$ cat src/rtl/chaff_serializer_if.sv
// chaff_serializer_if -- package-in / beat-out bus for chaff_serializer.
//   slave  modport: serializer side (consumes packages, produces beats)
//   master modport: producer/consumer side (drives packages and out_ready)
// Signals:
//   in_valid/in_ready  : package handshake
//   in_pkg             : BW*(NB+1) package vector, block i = in_pkg[i*BW +: BW]
//   mac_key            : tag key, sampled together with in_pkg
//   out_valid/out_ready: beat handshake
//   out_data/out_seq/out_tag/out_last : beat payload
//   busy               : a message is in flight
interface chaff_serializer_if #(
  parameter int unsigned BW = 64,
  parameter int unsigned NB = 8
);
  logic                  in_valid;
  logic                  in_ready;
  logic [BW*(NB+1)-1:0]  in_pkg;
  logic [BW-1:0]         mac_key;
  logic                  out_valid;
  logic                  out_ready;
  logic [BW-1:0]         out_data;
  logic [3:0]            out_seq;
  logic [7:0]            out_tag;
  logic                  out_last;
  logic                  busy;

  modport slave (
    input  in_valid, in_pkg, mac_key, out_ready,
    output in_ready, out_valid, out_data, out_seq, out_tag, out_last, busy
  );

  modport master (
    output in_valid, in_pkg, mac_key, out_ready,
    input  in_ready, out_valid, out_data, out_seq, out_tag, out_last, busy
  );
endinterface

$ cat src/rtl/chaff_serializer.sv
// chaff_serializer -- emits the noofblocks+1 blocks of a captured AONT
// package as tagged "wheat" beats, optionally interleaving LFSR-generated
// "chaff" beats (at most one before each wheat beat).
// Wheat tag = T(block, seq), chaff tag = ~T(chaff data, seq), where
// T(d,s) = XOR of the bytes of (d ^ key) ^ {s,s}.
// Ports:
//   clk  : clock
//   rstn : asynchronous active-low reset
//   bus  : chaff_serializer_if.slave (package in, beats out, busy)
// Parameters: lslen (symbols/block), lslenlog (bits/symbol),
//   noofblocks (package holds noofblocks+1 blocks), LFSR_SEED (nonzero).
// Configuration: define CHAFF_SERIALIZER_CHAFF_EN to enable chaff
//   insertion; otherwise exactly noofblocks+1 wheat beats are emitted.
module chaff_serializer #(
  parameter int unsigned lslen      = 16,
  parameter int unsigned lslenlog   = 4,
  parameter int unsigned noofblocks = 8,
  parameter logic [15:0] LFSR_SEED  = 16'hACE1
) (
  input logic             clk,
  input logic             rstn,
  chaff_serializer_if.slave bus
);
  localparam int unsigned BW       = lslen * lslenlog;
  localparam int unsigned PW       = BW * (noofblocks + 1);
  localparam logic [3:0]  LAST_SEQ = 4'(noofblocks);

`ifdef CHAFF_SERIALIZER_CHAFF_EN
  localparam int unsigned REP = BW / 16;
  typedef enum logic [1:0] {IDLE, WHEAT, CHAFF} state_t;
`else
  typedef enum logic [1:0] {IDLE, WHEAT} state_t;
`endif

  state_t          state, state_d;
  logic [3:0]      seq, seq_d;
  logic [15:0]     lfsr, lfsr_d, lfsr_adv;
  logic [PW-1:0]   pkg_q;
  logic [BW-1:0]   key_q;
  logic            capture;
  logic [BW-1:0]   wheat_data;

  logic            o_valid;
  logic [BW-1:0]   o_data;
  logic [3:0]      o_seq;
  logic [7:0]      o_tag;
  logic            o_last;

  function automatic logic [7:0] tag_fn(input logic [BW-1:0] d,
                                        input logic [BW-1:0] k,
                                        input logic [3:0]    s);
    logic [BW-1:0] x;
    logic [7:0]    acc;
    x   = d ^ k;
    acc = {s, s};
    for (int unsigned i = 0; i < BW / 8; i++) begin
      acc ^= x[i*8 +: 8];
    end
    return acc;
  endfunction

  // Fibonacci taps 16,14,13,11 in right-shift form: bits 0,2,3,5 feed bit 15.
  assign lfsr_adv   = {lfsr[0] ^ lfsr[2] ^ lfsr[3] ^ lfsr[5], lfsr[15:1]};
  assign wheat_data = pkg_q[32'(seq) * BW +: BW];

`ifdef CHAFF_SERIALIZER_CHAFF_EN
  logic [BW-1:0] chaff_data;
  assign chaff_data = {REP{lfsr}};
`endif

  always_ff @(posedge clk or negedge rstn) begin
    if (!rstn) begin
      state <= IDLE;
      seq   <= '0;
      lfsr  <= LFSR_SEED;
      pkg_q <= '0;
      key_q <= '0;
    end else begin
      state <= state_d;
      seq   <= seq_d;
      lfsr  <= lfsr_d;
      if (capture) begin
        pkg_q <= bus.in_pkg;
        key_q <= bus.mac_key;
      end
    end
  end

  always_comb begin
    state_d = state;
    seq_d   = seq;
    lfsr_d  = lfsr;
    capture = 1'b0;
    o_valid = 1'b0;
    o_data  = '0;
    o_seq   = '0;
    o_tag   = '0;
    o_last  = 1'b0;
    unique case (state)
      IDLE: begin
        if (bus.in_valid) begin
          capture = 1'b1;
          seq_d   = '0;
`ifdef CHAFF_SERIALIZER_CHAFF_EN
          state_d = lfsr[0] ? CHAFF : WHEAT;
`else
          state_d = WHEAT;
`endif
        end
      end
      WHEAT: begin
        o_valid = 1'b1;
        o_data  = wheat_data;
        o_seq   = seq;
        o_tag   = tag_fn(wheat_data, key_q, seq);
        o_last  = (seq == LAST_SEQ);
        if (bus.out_ready) begin
          lfsr_d = lfsr_adv;
          if (seq == LAST_SEQ) begin
            state_d = IDLE;
          end else begin
            seq_d = seq + 4'd1;
            // Chaff decision uses the LFSR value that the next beat will see.
`ifdef CHAFF_SERIALIZER_CHAFF_EN
            state_d = lfsr_adv[0] ? CHAFF : WHEAT;
`else
            state_d = WHEAT;
`endif
          end
        end
      end
`ifdef CHAFF_SERIALIZER_CHAFF_EN
      CHAFF: begin
        o_valid = 1'b1;
        o_data  = chaff_data;
        o_seq   = seq;
        o_tag   = ~tag_fn(chaff_data, key_q, seq);
        if (bus.out_ready) begin
          lfsr_d  = lfsr_adv;
          state_d = WHEAT;
        end
      end
`endif
      default: state_d = IDLE;
    endcase
  end

  assign bus.in_ready  = (state == IDLE);
  assign bus.busy      = (state != IDLE);
  assign bus.out_valid = o_valid;
  assign bus.out_data  = o_data;
  assign bus.out_seq   = o_seq;
  assign bus.out_tag   = o_tag;
  assign bus.out_last  = o_last;
endmodule
$ cat src/flat_wrapper.sv
// flat-port wrapper written by rule: the top's interface ports become plain ports
module chaff_serializer_flat 
#(
  parameter int unsigned lslen      = 16,
  parameter int unsigned lslenlog   = 4,
  parameter int unsigned noofblocks = 8,
  parameter logic [15:0] LFSR_SEED  = 16'hACE1
)
  (clk, rstn, bus_in_valid, bus_in_pkg, bus_mac_key, bus_out_ready, bus_in_ready, bus_out_valid, bus_out_data, bus_out_seq, bus_out_tag, bus_out_last, bus_busy);
  chaff_serializer_if bus_i ();
  input logic clk;
  input logic rstn;
  input wire logic [$bits(bus_i.in_valid)-1:0] bus_in_valid;
  input wire logic [$bits(bus_i.in_pkg)-1:0] bus_in_pkg;
  input wire logic [$bits(bus_i.mac_key)-1:0] bus_mac_key;
  input wire logic [$bits(bus_i.out_ready)-1:0] bus_out_ready;
  output wire logic [$bits(bus_i.in_ready)-1:0] bus_in_ready;
  output wire logic [$bits(bus_i.out_valid)-1:0] bus_out_valid;
  output wire logic [$bits(bus_i.out_data)-1:0] bus_out_data;
  output wire logic [$bits(bus_i.out_seq)-1:0] bus_out_seq;
  output wire logic [$bits(bus_i.out_tag)-1:0] bus_out_tag;
  output wire logic [$bits(bus_i.out_last)-1:0] bus_out_last;
  output wire logic [$bits(bus_i.busy)-1:0] bus_busy;
  assign bus_i.in_valid = bus_in_valid;
  assign bus_i.in_pkg = bus_in_pkg;
  assign bus_i.mac_key = bus_mac_key;
  assign bus_i.out_ready = bus_out_ready;
  assign bus_in_ready = bus_i.in_ready;
  assign bus_out_valid = bus_i.out_valid;
  assign bus_out_data = bus_i.out_data;
  assign bus_out_seq = bus_i.out_seq;
  assign bus_out_tag = bus_i.out_tag;
  assign bus_out_last = bus_i.out_last;
  assign bus_busy = bus_i.busy;
  chaff_serializer #(.lslen(lslen), .lslenlog(lslenlog), .noofblocks(noofblocks), .LFSR_SEED(LFSR_SEED)) u_core (.clk(clk), .rstn(rstn), .bus(bus_i));
endmodule
$ cat config.mk
export PLATFORM = sky130hd
export DESIGN_NAME = chaff_serializer_flat
export DESIGN_NICKNAME = d
export VERILOG_FILES = /design/src/rtl/chaff_serializer_if.sv /design/src/rtl/chaff_serializer.sv /design/src/flat_wrapper.sv
export SDC_FILE = /design/constraint.sdc
export NUM_CORES = 1
export LEC_CHECK = 0
export ABC_CLOCK_PERIOD_IN_PS = 3250
export CAP_MARGIN = 20
export CELL_PAD_IN_SITES_DETAIL_PLACEMENT = 1
export CELL_PAD_IN_SITES_GLOBAL_PLACEMENT = 1
export CORE_ASPECT_RATIO = 1.75
export CORE_MARGIN = 3
export CORE_UTILIZATION = 35
export CTS_CLUSTER_SIZE = 14
export DETAILED_ROUTE_END_ITERATION = 7
export DONT_BUFFER_PORTS = 1
export PLACE_DENSITY = 0.65
export SYNTH_ARGS = -nofsm -noshare
export SYNTH_HDL_FRONTEND = slang
export SYNTH_SLANG_ARGS = --single-unit
export TNS_END_PERCENT = 30
$ cat constraint.sdc
create_clock -name clk -period 3.25 [get_ports clk]
set_clock_uncertainty 0.1 [all_clocks]
set_input_delay 0.65 -clock clk [delete_from_list [all_inputs] [get_ports clk]]
set_output_delay 0.65 -clock clk [all_outputs]
set_load 0.02 [all_outputs]
Word-level counts from Yosys, hierarchy flattened
Cells that the tools add are included.
- bits in read-only memories: 0
- bits in writable memories: 0
- memories kept: 0
- word-level logic and storage cells: 40
- bits in latches: 0
- flip-flop bits (word level): 646
- input bits: 644
- $lt $le $gt $ge: 0
- bitwise gates (word level): 9
- mux-type cells: 15
- divide/modulo/power cells: 0
- add/sub/neg operators: 1
- equality and inequality tests: 5
- shift operators: 1
- multipliers: 0
- reductions and logical operators: 5
- operators with widths (operator ; count):
    576-bit by 11-bit variable part select with 64-bit output ; 1
    64-bit 2-to-1 mux ; 1
    64-bit bitwise XOR ; 1
    8-bit bitwise XOR ; 8
    4-bit 2-to-1 mux ; 4
    8-bit 2-to-1 mux ; 1
    4-bit case mux with 2 select lines ; 1
    2-bit != test (second input constant) ; 3
    1-bit 2-to-1 mux ; 5
    4-bit by 1-bit adder with 4-bit output (second input constant) ; 1
    4-bit == test (second input constant) ; 1
    2-bit 2-to-1 mux ; 2
    2-bit case mux with 2 select lines ; 1
    4-bit AND reduction ; 1
    2-bit nonzero test ; 2
    2-bit by 1-bit == test with 1-bit output (second input constant) ; 1
    2-bit logical NOT ; 1
    2-bit AND reduction ; 1

Logic depth before layout (Yosys ltp)
- depth in word-level cells: 11
- depth in mapped cells: 12
- gate-level depth less buffers: 8

Worst setup path after synthesis
No wires, ideal clock.
- path kind: register to output
- start point: register u_core.seq[0]
- end point: output bus_out_tag[6]
- path buffers: 4
- data required time: 2500 ps
- data arrival time: 2354 ps
- slack: 146 ps
- cell stages (with the launch flop): 11
- cell sequence: dfrtp_1 -> buf_6 -> buf_6 -> nor4b_4 -> buf_4 -> buf_2 -> nand2_1 -> o31a_1 -> xnor3_1 -> or2_1 -> mux2i_1
- word-level cells in the longest chain between the ends: 11
- RTL lines (element ; RTL line ; text):
    start: declaration ; chaff_serializer.sv:36 ; logic [3:0] seq, seq_d;
    start signal: assignment ; chaff_serializer.sv:80 ; seq <= seq_d;
    576-bit by 11-bit variable part select with 64-bit output (*) ; chaff_serializer.sv:64 ; assign wheat_data = pkg_q[32'(seq) * BW +: BW];
    64-bit bitwise XOR (*) ; chaff_serializer.sv:54 ; x = d ^ k;
    8-bit bitwise XOR (7 in a row) ; chaff_serializer.sv:57 ; acc ^= x[i*8 +: 8];
    8-bit bitwise XOR (*) ; chaff_serializer.sv:57 ;
    8-bit 2-to-1 mux (*) ; chaff_serializer.sv:99 ; unique case (state)
    end: declaration ; flat_wrapper.sv:21 ; output wire logic [$bits(bus_i.out_tag)-1:0] bus_out_tag;
Every way passes the cells marked *; elsewhere a longest branch is shown, timed or not.

Worst setup path in the final report
- start point: register u_core.seq[0]
- end point: output bus_out_tag[1]
Same word-level chain as after synthesis.

==> run metrics <==
outcome=finished, violations left; violated checks=hold timing, slew limit, setup timing; worst slew pin tran=1710 ps; Crit Path Category=flop to primary output; gpl congestion=0.856; first-pass GRT wire length=159000 µm; register area=0.0162 mm²; cell family with most CP delay=buffers and inverters; Fill cells=8552; Syn Inst Count=2096; Num CTS Buffers=66; number of buffers added on ports=0; Compound-Gate Fraction of Synth Area=3.37%; final core utilization=44.4%; Slew Viols, Final=187; # clock sinks=645; number of max-cap violations=0; worst reg2reg path depth=12; Tightest Hold Check Type=primary input to asynchronous set/reset pin; Worst-Skew Late Latency=620 ps; Layout Nets=2961; critical path peak fanout=24; register area share after synthesis=53.2%; I/O pins=724; Synth Area in Simple Gates=3.37%; CTS tree=yes; clock tree buffer depth=3; ANT nets after route=0; num rows=142; final hold vios=547; drt first pass iters=4; initial antenna violation count=76; Post-Synth XOR/XNOR Area=3.92%; Die X-Extent=229 µm; syn_nets=2742; grt ovf=0; mux contribution to synthesized area=33.5%; DRC=0; Placeable Area=0.0858 mm²; # setup viols final=74; Peak VDD IR=0.987 mV; H-Tree Level Count=3; Initial Util=35.4%; PwrDens=1400 mW/mm²; Critical Path AT=3620 ps; worst path bufs/invs=5; hpwl dp=84600 µm; Hold Slack=-327 ps; Top cell by count, worst path=buf_6; Detailed Route Iter0 Violations=833; die area=0.0904 mm²; Post-synth ARST share=100%; Worst-path clk slew=60 ps; syn avg cell area=14.5 µm²; worst setup margin=-1120 ps; Worst R2R Setup Slack=620 ps; CTS root buffer=clkbuf_16; RSZ-0062 raised after global routing=true; Post-DP Area=0.0333 mm²; Vias/cell=5.29; CP Data Required Time=2500 ps; Synthesis Warnings=0; Chip Height=395 µm; worst reg2reg endpoint=u_core.seq[3]; adder-cell share of the synthesized area=0.0825%; Area growth syn-to-layout=25.5%; cell area after layout=0.0381 mm²; Final Routed Wirelength=114000 µm; Fmax=229 MHz; Worst slew margin=-13.7%; hold_buf cts=1; area of the mapped netlist=0.0303 mm²; CP max stage delay=520 ps; WP depth=11; Setup Total Neg Slack=-27520 ps; WL per Instance=32.0 µm; Total Routing Usage GR=24.6%; Final Cycle Share=134%; EDFF count, synth=0; largest family of logic cells by synthesized area=multiplexers; count of cell types in the netlist=34; crit path launch type=flop; clock period minus worst slack=4370 ps; R2R Path Start=u_core.seq[0]; ys flop type=dfrtp_1; number of global-route vias before repair=21436; Seq cells post-synth=645; largest net degree at the start of global routing=646; worst-path cell chain=buf_4 > buf_16 > buf_8 > mux2_2 > o22ai_2 > buf_6 > o31ai_4 > xor2_2 > xnor3_2 > mux2i_4 > buf_6; via count=18851; area of the multi-input gates=0.0148 mm²; Critical-path top delay cell=xnor3_2; Leakage Power=15.5 nW; crit end category=primary output; share of layout cells above drive strength 1=60.9%
sequential cells by signal, summed over array words and instances (netlist names):
signal,cells
u_core.key_q,64
u_core.pkg_q,576
u_core.seq,4
u_core.state,1
how the worst max path moves through the flow:
stage,from,end
2_1_floorplan,u_core.seq[0],bus_out_tag[6]
3_3_place_gp,u_core.seq[0],bus_out_tag[1]
3_5_place_dp,u_core.seq[0],bus_out_tag[1]
4_1_cts,u_core.seq[0],bus_out_tag[1]
5_1_grt,u_core.seq[0],bus_out_tag[6]
6_report,u_core.seq[0],bus_out_tag[1]
logic make-up (layout without fill, tap and decap cells):
kind of cell,count (synthesis),after routing
AND/OR/NAND/NOR,224,224
AO/OA/AOI/OAI,135,135
XOR/XNOR,98,98
other,0,46
flip-flops,645,645
adder cells (fa/ha/maj),2,2
buffers and inverters,152,423
multiplexers,840,840
worst register-to-register path, delay by kind of cell, from the launching register on:
family	cells	cell delay [ps]
AND/OR/NAND/NOR	4	820
buffers and inverters	6	780
flip-flops	1	440
XOR/XNOR	1	180
adder cells (fa/ha/maj)	1	190
synth_stat cells (all sizes together), types with 15 or more instances:
| cell type | count | area [µm²] |
|---|---|---|
| and2 | 51 | 319 |
| buf | 54 | 400 |
| clkbuf | 94 | 353 |
| dfrtp | 645 | 16100 |
| mux2 | 768 | 8650 |
| mux4 | 64 | 1440 |
| nand2 | 74 | 278 |
| nor2 | 84 | 315 |
| o22ai | 65 | 407 |
| o31a | 15 | 131 |
| o31ai | 49 | 448 |
| xnor2 | 56 | 490 |
| xnor3 | 24 | 541 |
| xor2 | 18 | 158 |
what timing repair did:
action | 4_1_cts | 5_1_grt
buffers inserted | 55 | 6
resized for setup | 266 | 139
hold endpoints to repair | 646 | 645
pin swaps | 56 | 28
setup endpoints to repair | 74 | 75
cloned | 8 | 0
stage by stage:
step / hold WS (ps) / instances / setup WS (ps) / total power, mW
6_report: -327 / 3565 / -1120 / 53.1
2_1_floorplan: 254 / 2096 / 146 / 28.2
4_1_cts: -423 / 3515 / -1200 / 52.6
3_3_place_gp: 285 / 3335 / -1070 / 39.8
5_1_grt: -386 / 3550 / -1220 / 55.7
3_5_place_dp: 280 / 3335 / -1040 / 40.3
cell usage in the layout (no fill, tap or decap), types with 7 or more instances in the layout:
cell	synthesis	routed
mux2_2	749	745
dfrtp_1	645	640
buf_4	10	178
clkbuf_16	0	68
mux4_2	64	64
buf_6	12	61
xnor2_1	56	49
nand2_1	74	47
diode_2	0	46
o31ai_4	0	43
buf_12	1	43
o22ai_1	65	42
and2_4	0	41
nor2_1	84	36
nor2_2	0	28
nand2_2	0	21
o22ai_2	0	20
nor2_4	0	20
xnor3_1	24	18
mux2_1	19	18
clkbuf_1	94	15
xor2_1	18	12
o31a_1	15	12
clkbuf_8	0	12
bufinv_16	0	9
buf_16	0	8
or2_1	7	7
and2_1	51	7
buf_8	2	7
report_power, final:
part           internal (mW)  total, mW  switching (mW)
clock                   4.88       8.33            3.45
combinational           16.3       31.1            14.8
sequential              11.4       13.7            2.29
total                   32.6       53.1            20.6
cell type report:
cell class,count,share of cell area [%]
sequential,645,42.4
multi-input combinational,1299,38.8
timing repair buffer,299,8.54
clock buffer,95,5.05
tap,1152,3.79
clock inverter,25,1.08
antenna,46,0.302
inverter,4,0.0394
metal layers:
layer | track usage (%) | wire [µm] | up-vias
li1 | - | - | 8075
met1 | 28.7 | 44000 | 9805
met2 | 40.6 | 55600 | 693
met3 | 9.02 | 9530 | 222
met4 | 10.8 | 4670 | 56
met5 | 0 | 393 | -
No activity file was read; power rests on OpenSTA's default activity.
